[src/rtl/alu_ctrl_mc_if.sv]
// alu_ctrl_mc_if: EX-stage bus between the ID/EX register, the ALU control/multiplier and the hazard unit.
//  Requests (master drives): valid_i, flush_i, ALU_op_i, funct_i, src1_i, src2_i.
//  Responses (slave drives): ALU_ctrl_o, ALU_ex_ctrl_o, stall_o, mul_done_o, mul_lo_o, mul_hi_o.
interface alu_ctrl_mc_if #(parameter int DATA_W = 32);
    logic              valid_i;
    logic              flush_i;
    logic [5:0]        ALU_op_i;
    logic [5:0]        funct_i;
    logic [DATA_W-1:0] src1_i;
    logic [DATA_W-1:0] src2_i;
    logic [3:0]        ALU_ctrl_o;
    logic [2:0]        ALU_ex_ctrl_o;
    logic              stall_o;
    logic              mul_done_o;
    logic [DATA_W-1:0] mul_lo_o;
    logic [DATA_W-1:0] mul_hi_o;
    modport master (
        output valid_i, flush_i, ALU_op_i, funct_i, src1_i, src2_i,
        input  ALU_ctrl_o, ALU_ex_ctrl_o, stall_o, mul_done_o, mul_lo_o, mul_hi_o
    );
    modport slave (
        input  valid_i, flush_i, ALU_op_i, funct_i, src1_i, src2_i,
        output ALU_ctrl_o, ALU_ex_ctrl_o, stall_o, mul_done_o, mul_lo_o, mul_hi_o
    );
endinterface

[src/rtl/alu_ctrl_mc.sv]
// alu_ctrl_mc: EX-stage ALU/branch-compare decode plus an iterative shift-add multiplier that stalls the pipeline.
//  clk_i/rst_n : clock (rising edge) and asynchronous active-low reset.
//  bus (slave) : valid_i/flush_i/ALU_op_i/funct_i/src1_i/src2_i in; ALU_ctrl_o/ALU_ex_ctrl_o decode,
//                stall_o to the hazard unit, mul_done_o pulse with mul_lo_o/mul_hi_o product out.
//  Define MUL_SIGNED_EN for a two's-complement multiply; otherwise the multiply is unsigned.
module alu_ctrl_mc #(
    parameter int  DATA_W = 32,
    localparam int CNT_W  = $clog2(DATA_W) + 1
) (
    input logic          clk_i,
    input logic          rst_n,
    alu_ctrl_mc_if.slave bus
);
    typedef enum logic [1:0] {IDLE, BUSY, DONE} state_t;
    state_t              state_q;
    logic [CNT_W-1:0]    cnt_q;
    logic [DATA_W-1:0]   mcand_q, lo_q, hi_q, mcand_d, mplier_d;
    logic [2*DATA_W-1:0] acc_q, acc_d, prod_d;
    logic [DATA_W:0]     sum_d;
    logic                done_q, is_mul, last;
    logic [3:0]          ctrl;
    logic [2:0]          ex_ctrl;
    always_comb begin
        ctrl    = 4'b0000;
        ex_ctrl = 3'b000;
        case (bus.ALU_op_i)
            6'b000000: ctrl = bus.funct_i == 6'b100000 ? 4'b0010 :
                              bus.funct_i == 6'b100010 ? 4'b0110 :
                              bus.funct_i == 6'b100101 ? 4'b0001 :
                              bus.funct_i == 6'b101010 ? 4'b0111 :
                              bus.funct_i == 6'b011000 ? 4'b0011 : 4'b0000;
            6'b001000, 6'b100011, 6'b101011: ctrl = 4'b0010;
            6'b000100, 6'b000101: begin ctrl = 4'b0111; ex_ctrl = 3'b100; end
            6'b000111: begin ctrl = 4'b0111; ex_ctrl = 3'b001; end
            6'b000001: begin ctrl = 4'b0111; ex_ctrl = 3'b011; end
            default: ;
        endcase
    end
    assign bus.ALU_ctrl_o    = ctrl;
    assign bus.ALU_ex_ctrl_o = ex_ctrl;
    assign is_mul = bus.valid_i && bus.ALU_op_i == 6'b000000 && bus.funct_i == 6'b011000;
    // Gated by rst_n so the hazard unit never sees a stall while the block is held in reset.
    assign bus.stall_o    = rst_n && !bus.flush_i && (state_q == BUSY || is_mul);
    assign bus.mul_done_o = done_q;
    assign bus.mul_lo_o   = lo_q;
    assign bus.mul_hi_o   = hi_q;
    assign last = cnt_q == CNT_W'(DATA_W - 1);
    // Multiplier sits in the low half of the accumulator and is consumed LSB-first as the product shifts in.
    assign sum_d = {1'b0, acc_q[2*DATA_W-1:DATA_W]} + (acc_q[0] ? {1'b0, mcand_q} : '0);
    assign acc_d = {sum_d, acc_q[DATA_W-1:1]};
`ifdef MUL_SIGNED_EN
    logic neg_q;
    assign mcand_d  = bus.src1_i[DATA_W-1] ? -bus.src1_i : bus.src1_i;
    assign mplier_d = bus.src2_i[DATA_W-1] ? -bus.src2_i : bus.src2_i;
    assign prod_d   = neg_q ? -acc_d : acc_d;
`else
    assign mcand_d  = bus.src1_i;
    assign mplier_d = bus.src2_i;
    assign prod_d   = acc_d;
`endif
    always_ff @(posedge clk_i or negedge rst_n) begin
        if (!rst_n) begin
            state_q <= IDLE;
            cnt_q   <= '0;
            mcand_q <= '0;
            acc_q   <= '0;
            done_q  <= 1'b0;
            lo_q    <= '0;
            hi_q    <= '0;
`ifdef MUL_SIGNED_EN
            neg_q   <= 1'b0;
`endif
        end else if (bus.flush_i) begin
            state_q <= IDLE;
            done_q  <= 1'b0;
        end else begin
            done_q <= 1'b0;
            case (state_q)
                BUSY: begin
                    acc_q <= acc_d;
                    cnt_q <= cnt_q + CNT_W'(1);
                    if (last) begin
                        state_q <= DONE;
                        done_q  <= 1'b1;
                        lo_q    <= prod_d[DATA_W-1:0];
                        hi_q    <= prod_d[2*DATA_W-1:DATA_W];
                    end
                end
                default: begin
                    state_q <= is_mul ? BUSY : IDLE;
                    if (is_mul) begin
                        mcand_q <= mcand_d;
                        acc_q   <= {{DATA_W{1'b0}}, mplier_d};
                        cnt_q   <= '0;
`ifdef MUL_SIGNED_EN
                        neg_q   <= bus.src1_i[DATA_W-1] ^ bus.src2_i[DATA_W-1];
`endif
                    end
                end
            endcase
        end
    end
endmodule
[src/flat_wrapper.sv]
// flat-port wrapper written by rule: the top's interface ports become plain ports
module alu_ctrl_mc_flat 
#(
    parameter int  DATA_W = 32,
    localparam int CNT_W  = $clog2(DATA_W) + 1
)
  (clk_i, rst_n, bus_valid_i, bus_flush_i, bus_ALU_op_i, bus_funct_i, bus_src1_i, bus_src2_i, bus_ALU_ctrl_o, bus_ALU_ex_ctrl_o, bus_stall_o, bus_mul_done_o, bus_mul_lo_o, bus_mul_hi_o);
  alu_ctrl_mc_if #(.DATA_W(DATA_W)) bus_i ();
  input logic clk_i;
  input logic rst_n;
  input wire logic [$bits(bus_i.valid_i)-1:0] bus_valid_i;
  input wire logic [$bits(bus_i.flush_i)-1:0] bus_flush_i;
  input wire logic [$bits(bus_i.ALU_op_i)-1:0] bus_ALU_op_i;
  input wire logic [$bits(bus_i.funct_i)-1:0] bus_funct_i;
  input wire logic [$bits(bus_i.src1_i)-1:0] bus_src1_i;
  input wire logic [$bits(bus_i.src2_i)-1:0] bus_src2_i;
  output wire logic [$bits(bus_i.ALU_ctrl_o)-1:0] bus_ALU_ctrl_o;
  output wire logic [$bits(bus_i.ALU_ex_ctrl_o)-1:0] bus_ALU_ex_ctrl_o;
  output wire logic [$bits(bus_i.stall_o)-1:0] bus_stall_o;
  output wire logic [$bits(bus_i.mul_done_o)-1:0] bus_mul_done_o;
  output wire logic [$bits(bus_i.mul_lo_o)-1:0] bus_mul_lo_o;
  output wire logic [$bits(bus_i.mul_hi_o)-1:0] bus_mul_hi_o;
  assign bus_i.valid_i = bus_valid_i;
  assign bus_i.flush_i = bus_flush_i;
  assign bus_i.ALU_op_i = bus_ALU_op_i;
  assign bus_i.funct_i = bus_funct_i;
  assign bus_i.src1_i = bus_src1_i;
  assign bus_i.src2_i = bus_src2_i;
  assign bus_ALU_ctrl_o = bus_i.ALU_ctrl_o;
  assign bus_ALU_ex_ctrl_o = bus_i.ALU_ex_ctrl_o;
  assign bus_stall_o = bus_i.stall_o;
  assign bus_mul_done_o = bus_i.mul_done_o;
  assign bus_mul_lo_o = bus_i.mul_lo_o;
  assign bus_mul_hi_o = bus_i.mul_hi_o;
  alu_ctrl_mc #(.DATA_W(DATA_W)) u_core (.clk_i(clk_i), .rst_n(rst_n), .bus(bus_i));
endmodule
[config.mk]
export PLATFORM = sky130hd
export DESIGN_NAME = alu_ctrl_mc_flat
export DESIGN_NICKNAME = d
export VERILOG_FILES = /design/src/rtl/alu_ctrl_mc_if.sv /design/src/rtl/alu_ctrl_mc.sv /design/src/flat_wrapper.sv
export SDC_FILE = /design/constraint.sdc
export NUM_CORES = 1
export LEC_CHECK = 0
export BUFFER_PORTS_ARGS = -buffer_cell sky130_fd_sc_hd__buf_2
export CAP_MARGIN = 20
export CORE_UTILIZATION = 53
export CTS_BUF_LIST = sky130_fd_sc_hd__clkbuf_2
export DETAILED_ROUTE_END_ITERATION = 10
export PLACE_DENSITY = 0.79
export SLEW_MARGIN = 20
export SYNTH_ARGS = -nofsm -noshare
export SYNTH_HDL_FRONTEND = slang
export SYNTH_SLANG_ARGS = --single-unit
[constraint.sdc]
create_clock -name clk_i -period 2.5 [get_ports clk_i]
set_input_delay 0.625 -clock clk_i [delete_from_list [all_inputs] [get_ports clk_i]]
set_output_delay 0.625 -clock clk_i [all_outputs]
set_load 0.02 [all_outputs]
==> out/results.txt, run 1 <==
smallest hold slack = 0.0491 ns
fraction of the yosys area taken by sequential cells = 46.6%
post-synthesis instance area = 9080 um2
GRT met2 Usage = 46.5%
post-route minimum period = 2.73 ns
number of placed instances, taps included = 1385
non-filler cells in the finished layout = 1454
Mapped Cells = 948
worst r2r src = u_core.acc_q[0]
capturing instance or port of the critical path = u_core.bus.mul_hi_o[23]
status = complete, but fails checks
total iterations of the first detailed-routing run = 5
residual overflow from global routing = 0
area share of the largest cell type after synthesis = 46.6%
setup repair after global routing missed its margin = yes
number of design rule violations left after detail routing = 0
DRT Wirelength = 25.2 mm
DIE AREA = 17700 um2
number of vias per cell after detailed routing = 5.65
cell type with the largest total area after synthesis = dfrtp_1
nets@finish = 1335
Setup crit end kind = register
Worst Max-Slew Pin Slew = 0.837 ns
largest fanout on the critical path = 14
warning count from the yosys run = 0
cell area reported after detailed placement = 11000 um2
biggest cell delay along the critical path = 0.48 ns
worst relative slew slack = 44.2%
Clock Sinks = 169
commonest cells after routing, fill and taps aside = nand2_1, dfrtp_1, buf_2
DR WL/cell = 17.4 um
nature of the critical path startpoint = register
critical path's slowest cell = dfrtp_1
Synth cell types = 68
final-layout setup total negative slack = -5.89 ns
max-capacitance violation count = 0
synthesized area divided by synthesized cell count = 9.58 um2
violation count after the first detailed-routing iteration = 641
antenna viol nets, final = 0
number of CTS-inserted buffers = 17
final cell utilization of the core = 72.6%
start point of the critical path = u_core.acc_q[0]
worst skew pair latency = 0.80 ns
count of input and output buffers = 151
largest net degree at the start of global routing = 103
failing checks = negative setup slack
maximum ir drop on the vdd rail = 0.284 mV
core area = 16600 um2
all-layer global routing usage = 28.1%
leak pwr = 6.12 nW
DPL Wire Length = 17.2 mm
number of antenna violations at the first check in global routing = 1
fin worst setup slack = -0.226 ns
path type of the worst min-delay path = input port to register
Reg clk slew, reported paths = 0.27 ns
global-route met1 utilization = 36.9%
Starting Density = 54.6%
wire length of the first global-routing pass = 39.3 mm
most used routing layer in global routing = met2
number of buffers on the longest clock path = 2
Horiz. Die Dim = 133 um
area growth from synthesis to final layout = 33.0%
Most used DFF post-synth = dfrtp_1
logic depth of the worst register-to-register path = 10
layout cells sized above 1 = 37.3%
Die Y-Extent = 133 um
Final Cell Area = 12100 um2
R2R Path End = u_core.bus.mul_hi_o[23]
number of global-route vias before repair = 8037
setup slack on the worst flop-to-flop path = -0.23 ns
final number of setup-violating endpoints = 44
achievable frequency = 367 MHz
via count = 8211
portion of the clock cycle consumed by the worst path in the final layout = 109%
power per unit of standard cell area = 371 nW/um2
post-synthesis net count = 1062
asr flop ratio synth = 100%
final weighted congestion in routability-driven placement = 0.944
final hold vios = 0
critical setup path kind = register to register
number of enable flip-flop cells after synthesis = 0
buffer cell driving the clock tree root = clkbuf_2
leading post-synthesis cells by cell area = dfrtp_1, nand2_1, mux2_2
# fillers = 1180
TritonCTS clock tree = yes
maximum clock skew at final layout = 0.0606 ns
count of pins on the block boundary = 153
number of flip-flops and latches in the synthesized netlist = 169
most common library cell in the layout ignoring fill and taps = nand2_1
Placement Rows = 47
arrival time at the worst endpoint = 3.41 ns
required time worst endpoint = 3.18 ns
final count of pins violating max slew = 0
H-tree level count = 4
sequence of cells on the critical path = buf_6, and2_4, ha_4, a21oi_1, o21ai_1, a221o_1, a31oi_4, o21bai_1, xor2_1, mux2_2
met3 track demand over resource = 4.87%
[routing by layer]
metal  up-vias  wire length, um
li1       3874                -
met1      4013            10900
met2       280            12400
met3        44             1350
met4         0              596
met5         -                0
[registers in the layout (all words and copies together) (netlist names)]
| register | count |
|---|---|
| u_core.cnt_q | 6 |
| u_core.acc_q | 64 |
| u_core.bus.mul_lo_o | 32 |
| u_core.bus.mul_hi_o | 32 |
| u_core.mcand_q | 32 |
| u_core.bus.mul_done_o | 1 |
| u_core.state_q | 2 |
[critical path, delay by kind of cell (launching register included)]
family	cells	cell delay, ns
adders and majority gates	1	0.23
and+or+nand+nor	1	0.15
AOI/OAI and AO/OA	5	1.17
buffers and inverters	1	0.17
muxes	1	0.27
DFF	1	0.48
xor gates and xnor gates	1	0.17
[logic make-up (layout without fill, tap and decap cells)]
group           count (synthesis)  in the layout  synth area share [%]
compound gates                209            209                  15.2
xor+xnor                       26             26                  2.51
fa+ha+maj                      34             34                  4.77
other cells                     1              2                0.0413
buf+inv                        69            354                  3.77
mux                            77             77                  9.09
simple gates                  363            363                  18.1
flops                         169            169                  46.6
[synth_stat cells, types with 3 or more instances]
cell type	instances
mux2_2	44
a31oi_1	5
nand3_1	14
and3_1	11
o31ai_1	8
a22o_1	23
and2_1	33
ha_1	33
or3_1	7
nor3_1	14
o21a_1	10
nand4_1	15
o21ai_0	69
inv_1	13
a221o_1	3
a21oi_1	41
clkbuf_1	29
xor2_1	10
nor2b_1	5
dfrtp_1	169
mux2i_1	33
xnor2_1	16
a21o_1	9
nor2_1	32
a211oi_1	5
nand2_1	213
o211ai_1	5
buf_6	5
buf_2	16
o21bai_1	6
nand2b_1	6
[power breakdown]
part           switching (mW)  internal, mW
Sequential            0.00366          2.75
Combinational           0.116        0.0996
Clock                    1.11         0.402
[timing repair]
item	CTS	global route
pin swaps	23	13
hold buffers	7	14
hold endpoints to repair	108	14
resized for setup	53	46
setup buffers	11	5
setup endpoints to repair	44	48
[how the worst min path moves through the flow]
stage	start	to	slack, ns	cells past startpoint
after detailed placement	u_core.bus.mul_lo_o[22]	u_core.bus.mul_lo_o[22]	0.46	2
after global routing	bus_src1_i[5]	u_core.mcand_q[5]	0.0003	2
after floorplan	rst_n	u_core.acc_q[0]	0.33	0
after global placement	u_core.bus.mul_lo_o[6]	u_core.bus.mul_lo_o[6]	0.45	2
final	bus_src1_i[17]	u_core.mcand_q[17]	0.05	2
after CTS	bus_src1_i[14]	u_core.mcand_q[14]	0.02	2
[stage by stage]
stage / worst slack (ns) / power (mW)
after floorplan: -0.128 / 2.83
after global placement: -0.147 / 2.98
after detailed placement: -0.203 / 2.98
after CTS: -0.180 / 4.48
after global routing: -0.334 / 4.63
final: -0.226 / 4.48
[cell type report]
cell class | instances | area [um2] | area share (%)
antenna | 1 | 2.50 | 0.0207
clock buffer | 17 | 85.1 | 0.704
clock inverter | 14 | 155 | 1.28
inverter | 14 | 52.6 | 0.435
multi-input combinational | 710 | 5160 | 42.7
sequential | 169 | 4230 | 35.0
tap | 220 | 275 | 2.28
timing repair buffer | 309 | 2130 | 17.6
Note: power is estimated with default switching activity, not from simulation.
==> run 2: changes to the inputs <==
SKIP_CTS_REPAIR_TIMING = 1   (was unset)
==> out/results.txt, run 2 (same netlist as run 1, synthesis figures left out) <==
count of input and output buffers = 151 (unchanged)
wire length of the first global-routing pass = 38.2 mm (was 39.3 mm)
critical setup path kind = register to register (unchanged)
leak pwr = 6.07 nW (was 6.12 nW)
number of CTS-inserted buffers = 17 (unchanged)
worst relative slew slack = 45.0% (was 44.2%)
R2R Path End = u_core.bus.mul_hi_o[23] (unchanged)
Worst Min Path Start = bus_src1_i[17] (unchanged)
Internal Dissipation = 3.25 mW (about the same)
DIE AREA = 17700 um2 (unchanged)
Reg clk slew, reported paths = 0.25 ns (was 0.27 ns)
setup slack on the worst flop-to-flop path = -0.23 ns (about the same)
nature of the critical path startpoint = register (unchanged)
number of design rule violations left after detail routing = 0 (unchanged)
Worst Hold Depth = 2 (unchanged)
total iterations of the first detailed-routing run = 5 (unchanged)
post-placement worst setup slack = -0.203 ns (unchanged)
final-layout setup total negative slack = -4.43 ns (was -5.89 ns)
status = complete, but fails checks (unchanged)
most common library cell in the layout ignoring fill and taps = nand2_1 (unchanged)
final number of setup-violating endpoints = 38 (was 44)
DR WL/cell = 16.8 um (was 17.4 um)
final count of pins violating max slew = 0 (unchanged)
failing checks = negative setup slack (unchanged)
achievable frequency = 366 MHz (was 367 MHz)
number of antenna violations at the first check in global routing = 1 (unchanged)
residual overflow from global routing = 0 (unchanged)
number of global-route vias before repair = 7802 (was 8037)
core area = 16600 um2 (unchanged)
H-tree level count = 4 (unchanged)
maximum clock skew at final layout = 0.0579 ns (was 0.0606 ns)
number of vias per cell after detailed routing = 5.61 (was 5.65)
endpoint of the worst hold-timing path = u_core.mcand_q[17] (unchanged)
Starting Density = 54.6% (unchanged)
logic depth of the worst register-to-register path = 10 (unchanged)
largest net degree at the start of global routing = 103 (unchanged)
commonest cells after routing, fill and taps aside = nand2_1, dfrtp_1, buf_2 (unchanged)
worst r2r src = u_core.acc_q[0] (unchanged)
combinational cell fraction of total power = 5.0% (was 4.8%)
final cell utilization of the core = 71.5% (was 72.6%)
DPL Wire Length = 17.2 mm (unchanged)
worst skew pair latency = 0.80 ns (about the same)
layout cells sized above 1 = 35.9% (was 37.3%)
DRT Wirelength = 24.4 mm (was 25.2 mm)
required time worst endpoint = 3.18 ns (about the same)
area growth from synthesis to final layout = 31.0% (was 33.0%)
share of total power consumed by net switching = 27.1% (was 27.5%)
number of buffers on the longest clock path = 2 (unchanged)
path type of the worst min-delay path = input port to register (unchanged)
portion of the clock cycle consumed by the worst path in the final layout = 109% (about the same)
final hold vios = 0 (unchanged)
power after layout = 4.47 mW (was 4.48 mW)
biggest cell delay along the critical path = 0.45 ns (was 0.48 ns)
max-capacitance violation count = 0 (unchanged)
post-route minimum period = 2.73 ns (about the same)
nets@finish = 1330 (was 1335)
Clock Sinks = 169 (unchanged)
largest fanout on the critical path = 14 (unchanged)
Worst Max-Slew Pin Slew = 0.825 ns (was 0.837 ns)
sw power = 1.21 mW (was 1.23 mW)
Die Y-Extent = 133 um (unchanged)
register with the most flip-flops = u_core.acc_q (unchanged)
final weighted congestion in routability-driven placement = 0.944 (unchanged)
fin worst setup slack = -0.232 ns (was -0.226 ns)
violation count after the first detailed-routing iteration = 522 (was 641)
arrival time at the worst endpoint = 3.41 ns (about the same)
via count = 8125 (was 8211)
antenna viol nets, final = 0 (unchanged)
buffer cell driving the clock tree root = clkbuf_2 (unchanged)
all-layer global routing usage = 27.3% (was 28.1%)
Horiz. Die Dim = 133 um (unchanged)
number of flip-flops in the largest register = 64 (unchanged)
part of the total power dissipated in sequential elements = 61.6% (was 61.4%)
relative contribution of the clock network to total power = 33.4% (was 33.8%)
count of pins on the block boundary = 153 (unchanged)
Placement Rows = 47 (unchanged)
maximum ir drop on the vdd rail = 0.283 mV (was 0.284 mV)
Setup crit end kind = register (unchanged)
# fillers = 1221 (was 1180)
sequence of cells on the critical path = buf_4, and2_1, ha_1, a211oi_2, o211ai_1, a221o_1, a31oi_4, o21bai_1, xor2_1, mux2_2 (was buf_6, and2_4, ha_4, a21oi_1, o21ai_1, a221o_1, a31oi_4, o21bai_1, xor2_1, mux2_2)
setup repair after global routing missed its margin = yes (unchanged)
power per unit of standard cell area = 375 nW/um2 (was 371 nW/um2)
critical path's slowest cell = dfrtp_1 (unchanged)
TritonCTS clock tree = yes (unchanged)
-- run 2: cell count changes in the layout (fill, tap and decap cells not counted), sizes merged --
cell         delta
buf            -10
dlygate4sd3     +5
-- run 2: worst max-delay path by stage --
stage / startpoint / to / slack, ns / depth (start not counted)
final: u_core.acc_q[0] / u_core.bus.mul_hi_o[23] / -0.23 / 10
after global routing: u_core.acc_q[0] / u_core.bus.mul_hi_o[17] / -0.32 / 11
after CTS: u_core.acc_q[0] / u_core.bus.mul_hi_o[23] / -0.25 / 11
after detailed placement: u_core.acc_q[0] / u_core.bus.mul_hi_o[23] / -0.20 / 11
after global placement: u_core.acc_q[0] / u_core.bus.mul_hi_o[22] / -0.15 / 10
after floorplan: bus_funct_i[3] / bus_stall_o / -0.13 / 8
-- run 2: power by group through the flow --
stage	logic [mW]	clock network [mW]	registers (mW)
2_1_floorplan	0.0411	0	2.79
3_3_place_gp	0.182	0	2.79
3_5_place_dp	0.187	0	2.79
4_1_cts	0.187	1.53	2.75
5_1_grt	0.249	1.63	2.75
6_report	0.222	1.49	2.75
-- run 2: through the flow --
stage / cells / hold slack [ns] / area, um2
floorplan: 948 / 0.329 / 9300
global placement: 1385 / 0.452 / 11000
detailed placement: 1385 / 0.457 / 11000
CTS: 1416 / -0.151 / 11200
global route: 1449 / 0.00229 / 11900
finish: 1449 / 0.0668 / 11900
-- run 2: worst max-delay path, delay by kind of cell (launching register included) --
| family | cells | cell delay, ns |
|---|---|---|
| adder cells (fa/ha/maj) | 1 | 0.31 |
| flip-flops | 1 | 0.45 |
| XOR/XNOR | 1 | 0.17 |
| multiplexers | 1 | 0.27 |
| buffers and inverters | 1 | 0.19 |
| AND/OR/NAND/NOR | 1 | 0.15 |
| AO/OA/AOI/OAI | 5 | 1.11 |
-- run 2: area by class of cell --
type,instances,area [um2],area share (%)
Clock inverter,14,155,1.30
Clock buffer,17,85.1,0.715
Sequential cell,169,4230,35.6
Tap cell,220,275,2.31
Timing Repair Buffer,304,2070,17.4
Inverter,14,52.6,0.442
Multi-Input combinational cell,710,5030,42.3
Antenna cell,1,2.50,0.0210
-- run 2: routing by layer --
layer | vias up | track usage, % | routed length (um)
met4 | 0 | 8.11 | 487
met1 | 3966 | 36.3 | 10700
met3 | 43 | 5.48 | 1210
met2 | 251 | 45.1 | 12000
li1 | 3865 | - | -
met5 | - | 0 | 0
